File: config.mk
export PLATFORM = sky130hd
export DESIGN_NAME = instr_encoder
export DESIGN_NICKNAME = d
export VERILOG_FILES = /design/src/rtl/isa_pkg.sv /design/src/rtl/instr_fifo.sv /design/src/rtl/instr_encoder.sv
export SDC_FILE = /design/constraint.sdc
export NUM_CORES = 1
export LEC_CHECK = 0
export ABC_AREA = 1
export ABC_CLOCK_PERIOD_IN_PS = 9800
export BUFFER_PORTS_ARGS = -buffer_cell sky130_fd_sc_hd__buf_2
export CAP_MARGIN = 40
export CELL_PAD_IN_SITES_DETAIL_PLACEMENT = 1
export CELL_PAD_IN_SITES_GLOBAL_PLACEMENT = 1
export CORE_MARGIN = 2
export CORE_UTILIZATION = 30
export CTS_BUF_LIST = sky130_fd_sc_hd__clkbuf_16
export CTS_CLUSTER_SIZE = 12
export DETAILED_ROUTE_END_ITERATION = 12
export PLACE_DENSITY = 0.57
export SLEW_MARGIN = 40
export SYNTH_ARGS = -nofsm -noshare
export SYNTH_HDL_FRONTEND = slang
export SYNTH_HIERARCHICAL = 1
export SYNTH_SLANG_ARGS = --single-unit
export TNS_END_PERCENT = 20
File: constraint.sdc
create_clock -name clk -period 9.8 [get_ports clk]
set_clock_uncertainty 0.05 [all_clocks]
set_input_delay 0.49 -clock clk [delete_from_list [all_inputs] [get_ports clk]]
set_output_delay 0.49 -clock clk [all_outputs]
set_load 0.02 [all_outputs]
File: src/rtl/isa_pkg.sv
// isa_pkg: class ISA definitions shared by the instruction encoder.
// Holds class codes, opcode constants, field bit positions and the
// combinational encode function that packs request fields into a 32-bit word
// and flags requests that have no legal encoding.
package isa_pkg;

  typedef enum logic [1:0] {
    CLS_DATA_IMM = 2'b00,
    CLS_DATA_REG = 2'b01,
    CLS_LDST     = 2'b10,
    CLS_SYS      = 2'b11
  } cls_e;

  // Data opcodes (classes 00/01)
  localparam logic [4:0] OP_MOV  = 5'b00000;
  localparam logic [4:0] OP_MOVT = 5'b00001;
  localparam logic [4:0] OP_CLR  = 5'b00010;
  localparam logic [4:0] OP_SET  = 5'b00011;
  localparam logic [4:0] OP_LSL  = 5'b00100;
  localparam logic [4:0] OP_LSR  = 5'b00101;
  localparam logic [4:0] OP_ADD  = 5'b10001;
  localparam logic [4:0] OP_SUB  = 5'b10010;
  localparam logic [4:0] OP_AND  = 5'b10011;
  localparam logic [4:0] OP_OR   = 5'b10100;
  localparam logic [4:0] OP_XOR  = 5'b10101;
  localparam logic [4:0] OP_NOT  = 5'b10110;
  localparam logic [4:0] OP_ADDS = 5'b11001;
  localparam logic [4:0] OP_SUBS = 5'b11010;
  localparam logic [4:0] OP_ANDS = 5'b11011;
  localparam logic [4:0] OP_ORS  = 5'b11100;
  localparam logic [4:0] OP_XORS = 5'b11101;

  // System/branch opcodes (class 11)
  localparam logic [4:0] OP_B     = 5'b00000;
  localparam logic [4:0] OP_BCOND = 5'b00001;
  localparam logic [4:0] OP_BR    = 5'b00010;
  localparam logic [4:0] OP_NOP   = 5'b00100;
  localparam logic [4:0] OP_HALT  = 5'b01000;

  // Field LSB positions within the instruction word
  localparam int unsigned CLS_LSB  = 30;
  localparam int unsigned OPC_LSB  = 25;
  localparam int unsigned DEST_LSB = 22;
  localparam int unsigned OP1_LSB  = 19;
  localparam int unsigned OP2_LSB  = 16;
  localparam int unsigned COND_LSB = 21;

  typedef struct packed {
    logic        legal;
    logic [31:0] word;
  } enc_t;

  function automatic enc_t encode(
    input logic [1:0]  cls,
    input logic [4:0]  opc,
    input logic [2:0]  dest,
    input logic [2:0]  op1,
    input logic [2:0]  op2,
    input logic [3:0]  cond,
    input logic [15:0] imm
  );
    enc_t r;
    r.legal = 1'b0;
    r.word  = '0;
    r.word[CLS_LSB +: 2] = cls;
    case (cls)
      CLS_DATA_IMM: begin
        r.legal = opc inside {[OP_MOV:OP_LSR], [OP_ADD:OP_XOR], [OP_ADDS:OP_XORS]};
        r.word[OPC_LSB +: 5]  = opc;
        r.word[DEST_LSB +: 3] = dest;
        r.word[OP1_LSB +: 3]  = op1;
        r.word[15:0]          = imm;
      end
      CLS_DATA_REG: begin
        r.legal = opc inside {[OP_ADD:OP_NOT], [OP_ADDS:OP_XORS]};
        r.word[OPC_LSB +: 5]  = opc;
        r.word[DEST_LSB +: 3] = dest;
        r.word[OP1_LSB +: 3]  = op1;
        // NOT is unary: operand-2 slot stays zero
        if (opc != OP_NOT) r.word[OP2_LSB +: 3] = op2;
      end
      CLS_LDST: begin
        r.legal = (opc[4:1] == 4'b0000);
        r.word[OPC_LSB]       = opc[0];
        r.word[DEST_LSB +: 3] = dest;
        r.word[OP1_LSB +: 3]  = op1;
        r.word[15:0]          = imm;
      end
      default: begin
        r.legal = !opc[4] && (opc inside {OP_B, OP_BCOND, OP_BR, OP_NOP, OP_HALT});
        r.word[OPC_LSB +: 4] = opc[3:0];
        case (opc)
          OP_B:     r.word[15:0] = imm;
          OP_BCOND: begin
            r.word[COND_LSB +: 4] = cond;
            r.word[15:0]          = imm;
          end
          OP_BR:    r.word[OP1_LSB +: 3] = op1;
          default:  ;
        endcase
      end
    endcase
    return r;
  endfunction

endpackage

File: src/rtl/instr_fifo.sv
// instr_fifo: DEPTH x WIDTH synchronous FIFO, asynchronous active-high reset.
// Ports: clk, rst; push/wdata write side (ignored when full);
// pop/rdata read side (rdata is the head entry, 0 when empty);
// full, empty flags; one_left is high when exactly one entry is held.
module instr_fifo #(
  parameter int unsigned DEPTH = 4,
  parameter int unsigned WIDTH = 32
) (
  input  logic             clk,
  input  logic             rst,
  input  logic             push,
  input  logic [WIDTH-1:0] wdata,
  input  logic             pop,
  output logic [WIDTH-1:0] rdata,
  output logic             full,
  output logic             empty,
  output logic             one_left
);

  localparam int unsigned PTR_W = $clog2(DEPTH);
  localparam logic [PTR_W:0] FULL_CNT = (PTR_W+1)'(DEPTH);

  logic [WIDTH-1:0] mem [DEPTH];
  logic [PTR_W-1:0] wr_ptr, rd_ptr;
  logic [PTR_W:0]   cnt;
  logic             push_ok, pop_ok;

  assign full     = (cnt == FULL_CNT);
  assign empty    = (cnt == '0);
  assign one_left = (cnt == (PTR_W+1)'(1));
  assign push_ok  = push && !full;
  assign pop_ok   = pop && !empty;
  assign rdata    = empty ? '0 : mem[rd_ptr];

  always_ff @(posedge clk or posedge rst) begin
    if (rst) begin
      wr_ptr <= '0;
      rd_ptr <= '0;
      cnt    <= '0;
      for (int unsigned i = 0; i < DEPTH; i++) mem[i] <= '0;
    end else begin
      if (push_ok) begin
        mem[wr_ptr] <= wdata;
        wr_ptr      <= wr_ptr + PTR_W'(1);
      end
      if (pop_ok) rd_ptr <= rd_ptr + PTR_W'(1);
      case ({push_ok, pop_ok})
        2'b10:   cnt <= cnt + (PTR_W+1)'(1);
        2'b01:   cnt <= cnt - (PTR_W+1)'(1);
        default: ;
      endcase
    end
  end

endmodule

File: src/rtl/instr_encoder.sv
// instr_encoder: packs field-level instruction requests into 32-bit ISA words,
// buffers them in a FIFO and streams them to instruction memory at an
// auto-incrementing word address.
// Ports: clk, rst (async, active-high); in_valid/in_ready request handshake with
// in_class, in_opcode, in_dest, in_op1, in_op2, in_cond, in_imm fields;
// addr_load/addr_base reload the write address; mem_we/mem_ready/mem_addr/
// mem_wdata memory write port; err_illegal pulse and saturating err_count for
// illegal requests; done pulses once a HALT word has been written.
module instr_encoder
  import isa_pkg::*;
#(
  parameter int unsigned DEPTH  = 4,
  parameter int unsigned ADDR_W = 10
) (
  input  logic              clk,
  input  logic              rst,
  input  logic              in_valid,
  output logic              in_ready,
  input  logic [1:0]        in_class,
  input  logic [4:0]        in_opcode,
  input  logic [2:0]        in_dest,
  input  logic [2:0]        in_op1,
  input  logic [2:0]        in_op2,
  input  logic [3:0]        in_cond,
  input  logic [15:0]       in_imm,
  input  logic              addr_load,
  input  logic [ADDR_W-1:0] addr_base,
  output logic              mem_we,
  input  logic              mem_ready,
  output logic [ADDR_W-1:0] mem_addr,
  output logic [31:0]       mem_wdata,
  output logic              err_illegal,
  output logic [7:0]        err_count,
  output logic              done
);

  typedef enum logic {RUN, DRAIN} state_e;

  state_e state;
  enc_t   enc;
  logic   accept, push, pop, full, empty, one_left, is_halt;

  assign enc      = encode(in_class, in_opcode, in_dest, in_op1, in_op2, in_cond, in_imm);
  assign in_ready = (state == RUN) && !full;
  assign accept   = in_valid && in_ready;
  assign push     = accept && enc.legal;
  assign mem_we   = !empty;
  assign pop      = mem_we && mem_ready;
  assign is_halt  = (in_class == CLS_SYS) && (in_opcode == OP_HALT);

  instr_fifo #(
    .DEPTH(DEPTH),
    .WIDTH(32)
  ) u_fifo (
    .clk      (clk),
    .rst      (rst),
    .push     (push),
    .wdata    (enc.word),
    .pop      (pop),
    .rdata    (mem_wdata),
    .full     (full),
    .empty    (empty),
    .one_left (one_left)
  );

  always_ff @(posedge clk or posedge rst) begin
    if (rst) begin
      state       <= RUN;
      mem_addr    <= '0;
      err_illegal <= 1'b0;
      err_count   <= '0;
      done        <= 1'b0;
    end else begin
      err_illegal <= accept && !enc.legal;
      if (err_illegal && (err_count != 8'hFF)) err_count <= err_count + 8'd1;

      if (addr_load)  mem_addr <= addr_base;
      else if (pop)   mem_addr <= mem_addr + ADDR_W'(1);

      done <= 1'b0;
      case (state)
        RUN:   if (push && is_halt) state <= DRAIN;
        // No pushes happen in DRAIN, so the HALT is the last queued entry.
        DRAIN: if (pop && one_left) begin
          done  <= 1'b1;
          state <= RUN;
        end
        default: state <= RUN;
      endcase
    end
  end

endmodule
==> results of run 1 <==
==> cell type report <==
type                       instances  area, um2  area share, %
inverter                         199        749           7.38
clock buffer                      17        425           4.19
clock inverter                    15        174           1.71
sequential                       156       3910           38.4
timing repair buffer             118        729           7.18
tap                              384        480           4.73
multi-input combinational        691       3700           36.4
==> placed cells by master, fill, tap and decap left out, types with 6 or more instances in the layout <==
| cell | Yosys | final |
|---|---|---|
| a21oi_1 | 41 | 41 |
| ha_1 | 11 | 11 |
| dfrtp_1 | 156 | 155 |
| inv_1 | 195 | 194 |
| xnor2_1 | 6 | 6 |
| o21ai_1 | 19 | 19 |
| clkbuf_16 | 0 | 17 |
| nor2_1 | 50 | 49 |
| o21ai_0 | 8 | 8 |
| o21ai_2 | 112 | 112 |
| nand2_1 | 326 | 326 |
| xor2_1 | 10 | 10 |
| buf_2 | 19 | 104 |
| nand3_1 | 84 | 84 |
==> metrics by stage <==
step	instance area, um2	std cells	hold WS (ns)	total power (W)
after floorplan	8750	1097	0.417	0.00222
after global placement	9410	1542	0.446	0.00264
after detailed placement	9560	1548	0.456	0.00270
after CTS	10200	1580	0.0527	0.00342
after global routing	10200	1580	0.0669	0.00364
final	10200	1580	0.0450	0.00335
==> critical path, cell delays in order (launching register included) <==
cell and delay, ns:
dfrtp_2 0.44, inv_2 0.31, buf_4 0.60, nand2_1 0.11, nand3_1 0.09, a21oi_1 0.14
buf_2 0.19
==> cells by family (layout without fill, tap and decap cells) <==
family | Yosys count | in the layout | share of synthesized area (%)
compound gates | 186 | 186 | 15.6
simple gates | 477 | 477 | 23.2
buf+inv | 250 | 349 | 13.2
flops | 156 | 156 | 44.6
xor+xnor | 17 | 17 | 1.79
fa+ha+maj | 11 | 11 | 1.57
==> power breakdown <==
| group | switching [W] | internal [W] | total (W) | leakage, nW |
|---|---|---|---|---|
| Combinational | 0.00105 | 0.000568 | 0.00162 | 3.02 |
| Clock | 0.000288 | 0.000401 | 0.000688 | 0.292 |
| Sequential | 0.000106 | 0.000935 | 0.00104 | 1.82 |
==> how the worst max path moves through the flow <==
| stage | slack (ns) | endpoint | cells past startpoint | startpoint |
|---|---|---|---|---|
| 3_5_place_dp | 6.90 | u_fifo/mem[58] | 13 | in_class[1] |
| 4_1_cts | 6.89 | mem_wdata[4] | 6 | u_fifo/rd_ptr[0] |
| 3_3_place_gp | 6.45 | u_fifo/cnt[2] | 14 | u_fifo/cnt[0] |
| 5_1_grt | 6.73 | mem_wdata[26] | 6 | u_fifo/rd_ptr[0] |
| 2_1_floorplan | 5.65 | u_fifo/cnt[0] | 1 | rst |
| 6_report | 6.92 | mem_wdata[19] | 6 | u_fifo/rd_ptr[0] |
==> layer usage <==
layer | vias to the layer above | GRT usage [%] | routed length, um
met4 | 0 | 2.99 | 161
met1 | 3513 | 23.2 | 11900
met5 | - | 0 | 0
li1 | 3545 | - | -
met3 | 9 | 3.26 | 830
met2 | 104 | 28.1 | 11700
==> flip-flops by register name (all words and copies together) (netlist names) <==
| name | flops |
|---|---|
| done | 1 |
| err_count | 8 |
| err_illegal | 1 |
| mem_addr | 10 |
| state | 1 |
| u_fifo/cnt | 3 |
| u_fifo/mem | 128 |
| u_fifo/rd_ptr | 2 |
| u_fifo/wr_ptr | 2 |
==> out/metrics.yaml, run 1 <==
status: "complete, no violations"
required_ns: 9.26
synth_area_leader_cell: "dfrtp_1"
final_nets: 1245
dieArea_um2: 30500
final_util_pct: 35.4
drcViolationCount: 0
setup_tns_ns: 0
clk_pin_slew_ns: 0.07
wl_per_cell_um: 15.6
drive_gt1_share_pct: 23.6
die_h_um: 175
synth_warnings: 6
netlist_area_um2: 8750
synth_nets: 1159
fin_ws_ns: 6.92
rr_startpoint: "u_fifo/cnt[0]"
diodes: 0
first_iter_violations: 302
finalHoldViolCount: 0
ys_top_cells_by_area: "dfrtp_1 45%, nand2_1 14%, o21ai_2 11%"
ctsLongestPathBuffers: 2
grt_antenna_before_repair: 0
powerDensity_nw_per_um2: 329
clock-sinks: 156
core_area_um2: 28700
post-cts-setup-buffer-count: 0
pin_count: 105
synthCells: 1097
maxSlewViolCount: 0
tightest_slew_ns: 0.687
synth_common_cells: "326 x nand2_1, 195 x inv_1, 156 x dfrtp_1, 112 x o21ai_2, 84 x nand3_1"
cts_root_buf: "clkbuf_16"
cts_made_buffers: 17
place_ws_ns: 6.90
fin_crit_sh_pct: 29.4
synth_top_area_share_pct: 44.6
drtPass1Iterations: 6
rows: 62
slew_headroom_pct: 54.2
worstPathArrival_ns: 2.34
grt_first_pass_wirelength_um: 40600
avgSynthCellArea_um2: 7.97
ant_nets: 0
critPathCaptureType: "output port"
p_leak_nw: 5.13
r2r-end: "u_fifo/mem[58]"
vias_per_cell: 4.54
max_cap_violations: 0
synth_enable_flop_cells: 0
crit_type: "register to output port"
ys_ff_latch: 156
seq_area_frac_synth_pct: 44.6
fp.dieW_um: 175
track_usage_pct: 16.9
grt_pass1_vias: 7445
cts_tree: "yes"
finalSetupViolCount: 0
htreeDepth: 4
yosysMostFrequentCell: "nand2_1"
vias: 7171
r2r_cells: 14
r2r_slack_ns: 7.03
io_buffer_count: 104
syn_to_final_growth_pct: 16.2
hpwl_um: 16000
postCtsHoldBufs: 0
drt_wl_total_um: 24600
overflow: 0
hold_path_class: "input pin to asynchronous set/reset pin"
synth_ff_type: "dfrtp_1"
synthArstFlopShare_pct: 100
ys_types: 34
post-route-min-period_ns: 2.88
startpoint_type: "register"
place_congestion: 0.744
n_fill_cell: 3496
start_util_pct: 30.5
grt_max_degree: 66
ir_drop_mv: 0.122
worstSkewPairLatency_ns: 0.43
cts_resized: 0
grt_setup_unrepaired: "false"
max_freq_mhz: 347
path_max_fanout: 48
No activity file was read; power rests on OpenSTA's default activity.
==> inputs of run 2 (changes only) <==
- ABC_AREA: 1 -> 0
- ABC_CLOCK_PERIOD_IN_PS: 9800 -> 2900
- PLACE_DENSITY: 0.57 -> 0.52
- clock period: 9.8 -> 2.9 ns (I/O delays scaled with it)
==> run 2 against run 1 <==
Compared with the run above: sequential share of layout area increased by 1.7 points; global-route usage is 2.0 points lower; combinational power rose to 2.5 times the previous value; final area is 4.3% lower; cell count shrank 36%; register-to-register slack worse by 6.8 ns; synthesized cell count fell by 50%; die area fell by 7.0%; setup slack got worse by 6.7 ns; largest cell class is now multi-input combinational cells; highest routed layer unchanged.
==> out/metrics.yaml, run 2 <==
ys_types: 44  # +29%
grt_antenna_before_repair: 0  # unchanged
synth_area_leader_cell: "dfrtp_1"
hold_path_class: "input pin to register"
yosysMostFrequentCell: "dfrtp_1"
synth_nets: 609  # -47%
synth_ff_type: "dfrtp_1"
maxSlewViolCount: 0  # unchanged
cts_resized: 0  # unchanged
ys_ff_latch: 156  # unchanged
grt_max_degree: 136  # +110%
worstPathArrival_ns: 2.94  # +0.60 ns
max_freq_mhz: 372
regMostFlops: "u_fifo/mem"
status: "complete, no violations"
avgSynthCellArea_um2: 14.8  # +86%
top_regs: "u_fifo/mem (128), mem_addr (10), err_count (8)"
synth_warnings: 6  # unchanged
synth.area.mux_share_pct: 33.1  # +33 points
required_ns: 3.15  # -6.11 ns
ant_nets: 0  # unchanged
place_ws_ns: 0.190  # -6.71 ns
drive_gt1_share_pct: 48.2  # +25 points
overflow: 0  # unchanged
vias_per_cell: 4.76  # +4.9%
final_cell_mix: "154 x dfrtp_1, 120 x mux2_4, 104 x buf_2"
io_buffer_count: 104  # unchanged
rows: 60  # -3.2%
synth_top_family_by_area: "multiplexers"
crit_type: "register to register"
use_met1_pct: 20.4  # -2.8 points
wl_per_cell_um: 19.7  # +26%
startpoint_type: "register"
htreeDepth: 4  # unchanged
grt_first_pass_wirelength_um: 32400  # -20%
drtPass1Iterations: 4  # -2
finalHoldViolCount: 0  # unchanged
busiest_layer: "met2"
p_leak_nw: 4.93  # -3.9%
first_iter_violations: 224  # -26%
grt_setup_unrepaired: "false"
cts_tree: "yes"
setup_tns_ns: 0  # unchanged
netlist_area_um2: 8120  # -7.2%
synthCells: 547  # -50%
synth_enable_flop_cells: 0  # unchanged
final_cell_area_um2: 9720  # -4.3%
grt_pass1_vias: 5542  # -26%
fin_crit_sh_pct: 92.7
post-route-min-period_ns: 2.69
ys_top_cells_by_area: "dfrtp_1 48%, mux2_4 22%, mux4_2 8.9%"
yosys.area_share.adder_pct: 1.70  # +0.12 points
synthArstFlopShare_pct: 100  # unchanged
whs_ns: 0.0654  # +0.0204 ns
cts_made_buffers: 17  # unchanged
max_cap_violations: 0  # unchanged
path_max_fanout: 22  # -54%
tightest_slew_ns: 0.795  # +0.109 ns
fp.dieW_um: 168  # -3.6%
slew_headroom_pct: 47.0  # -7.3 points
powerDensity_nw_per_um2: 1030  # +210%
ctsLongestPathBuffers: 2  # unchanged
clock-sinks: 156  # unchanged
seq_area_frac_synth_pct: 48.1  # +3.5 points
synth_simple_gate_area_share_pct: 9.09  # -14 points
ir_drop_mv: 0.400  # +230%
start_util_pct: 30.4  # -0.10 points
final_common_cell: "dfrtp_1"
clk_pin_slew_ns: 0.06  # about the same
pin_count: 105  # unchanged
drcViolationCount: 0  # unchanged
synth-compound-area-share_pct: 2.62  # -13 points
hpwl_um: 13200  # -18%
syn_to_final_growth_pct: 19.8
largest_register_ffs: 128  # unchanged
cts_root_buf: "clkbuf_16"
grt_use_met2_pct: 24.1  # -4.1 points
finalSetupViolCount: 0  # unchanged
synth_common_cells: "156 x dfrtp_1, 120 x mux2_4, 37 x nor2b_1, 32 x mux4_2, 24 x and2_1"
dieArea_um2: 28400  # -7.0%
fin_ws_ns: 0.211  # -6.71 ns
synth_top_area_share_pct: 48.1  # +3.5 points
die_h_um: 168  # -3.6%
vias: 4847  # -32%
final_nets: 727  # -42%
synth-xor-area-share_pct: 2.05  # +0.26 points
worstSkewPairLatency_ns: 0.42  # about the same
dpl-instance-area_um2: 9020  # -5.6%
grtUsageMet3_pct: 3.41  # +0.15 points
track_usage_pct: 14.9  # -2.0 points
critPathCaptureType: "register"
place_congestion: 0.756  # +1.6%
core_area_um2: 26700  # -6.9%
drt_wl_total_um: 20000  # -19%
-- run 2: cell count changes after synthesis, moves of 37 or more --
cell | before | now
nand3_1 | 84 | 4
mux2_4 | 0 | 120
nor2b_1 | 0 | 37
o21ai_2 | 112 | 1
nand2_1 | 326 | 19
inv_1 | 195 | 10
nor2_1 | 50 | 10
a21oi_1 | 41 | 2
-- run 2: path summary, 6_finish.rpt --
| kind | startpoint | to | slack (ns) | depth (start not counted) |
|---|---|---|---|---|
| setup reg to reg | u_fifo/cnt[0] | u_fifo/mem[87] | 0.21 | 11 |
| hold reg to reg | u_fifo/mem[79] | u_fifo/mem[79] | 0.45 | 1 |
| hold / removal | addr_load | mem_addr[0] | 0.07 | 3 |
| max in group asynchronous | rst | u_fifo/mem[47] | 1.76 | 4 |
| setup / recovery | u_fifo/cnt[0] | u_fifo/mem[87] | 0.21 | 11 |
| min in group asynchronous | rst | err_count[4] | 0.27 | 3 |
-- run 2: area by class of cell --
type	instances	area [um2]
flip-flops and latches	156	3910
clock buffers	17	425
diodes	1	2.50
repair buffers	130	808
inverters	10	41.3
multi-input cells	350	3960
fillers	2805	17000
well taps	341	427
clock inverters	13	154
-- run 2: through the flow --
step / power (W) / util, % / std cells
6_report: 0.00998 / 36.4 / 1018
5_1_grt: 0.0106 / 36.4 / 1017
4_1_cts: 0.0102 / 36.4 / 1017
3_5_place_dp: 0.00787 / 33.8 / 975
3_3_place_gp: 0.00771 / 33.7 / 975
2_1_floorplan: 0.00665 / - / 547
-- run 2: what timing repair did --
item                                   4_1_cts  5_1_grt
hold buffers                                12        0
setup buffers                                0        0
setup endpoints to repair                    0        0
endpoints found under the hold margin      167        0
-- run 2: logic make-up after synthesis --
family,after synthesis
xor+xnor,19
compound gates,30
mux,167
fa+ha+maj,11
buf+inv,41
simple gates,123
flops,156
-- run 2: critical path, stage by stage, from the launching register on --
cell	delay, ns
dfrtp_1	0.41
inv_1	0.09
ha_1	0.26
and2_1	0.15
nor2_1	0.17
nand2_1	0.08
nor2_1	0.12
a21boi_4	0.34
buf_4	0.21
nand2_4	0.05
buf_4	0.28
mux2_4	0.35
-- run 2: report_power, final --
part           internal, W  total [W]  switching [W]  leakage (nW)
clock network      0.00133    0.00222       0.000883         0.283
logic              0.00228    0.00406        0.00178          2.63
registers          0.00303    0.00370       0.000672          2.02
total              0.00664    0.00998        0.00334          4.93
-- run 2: metal layers --
| metal | part of all wire, % | vias up | wire length, um |
|---|---|---|---|
| li1 | - | 2176 | - |
| met1 | 47 | 2562 | 9470 |
| met2 | 48 | 91 | 9720 |
| met3 | 3.2 | 18 | 651 |
| met4 | 1.0 | 0 | 204 |
| met5 | 0 | - | 0 |
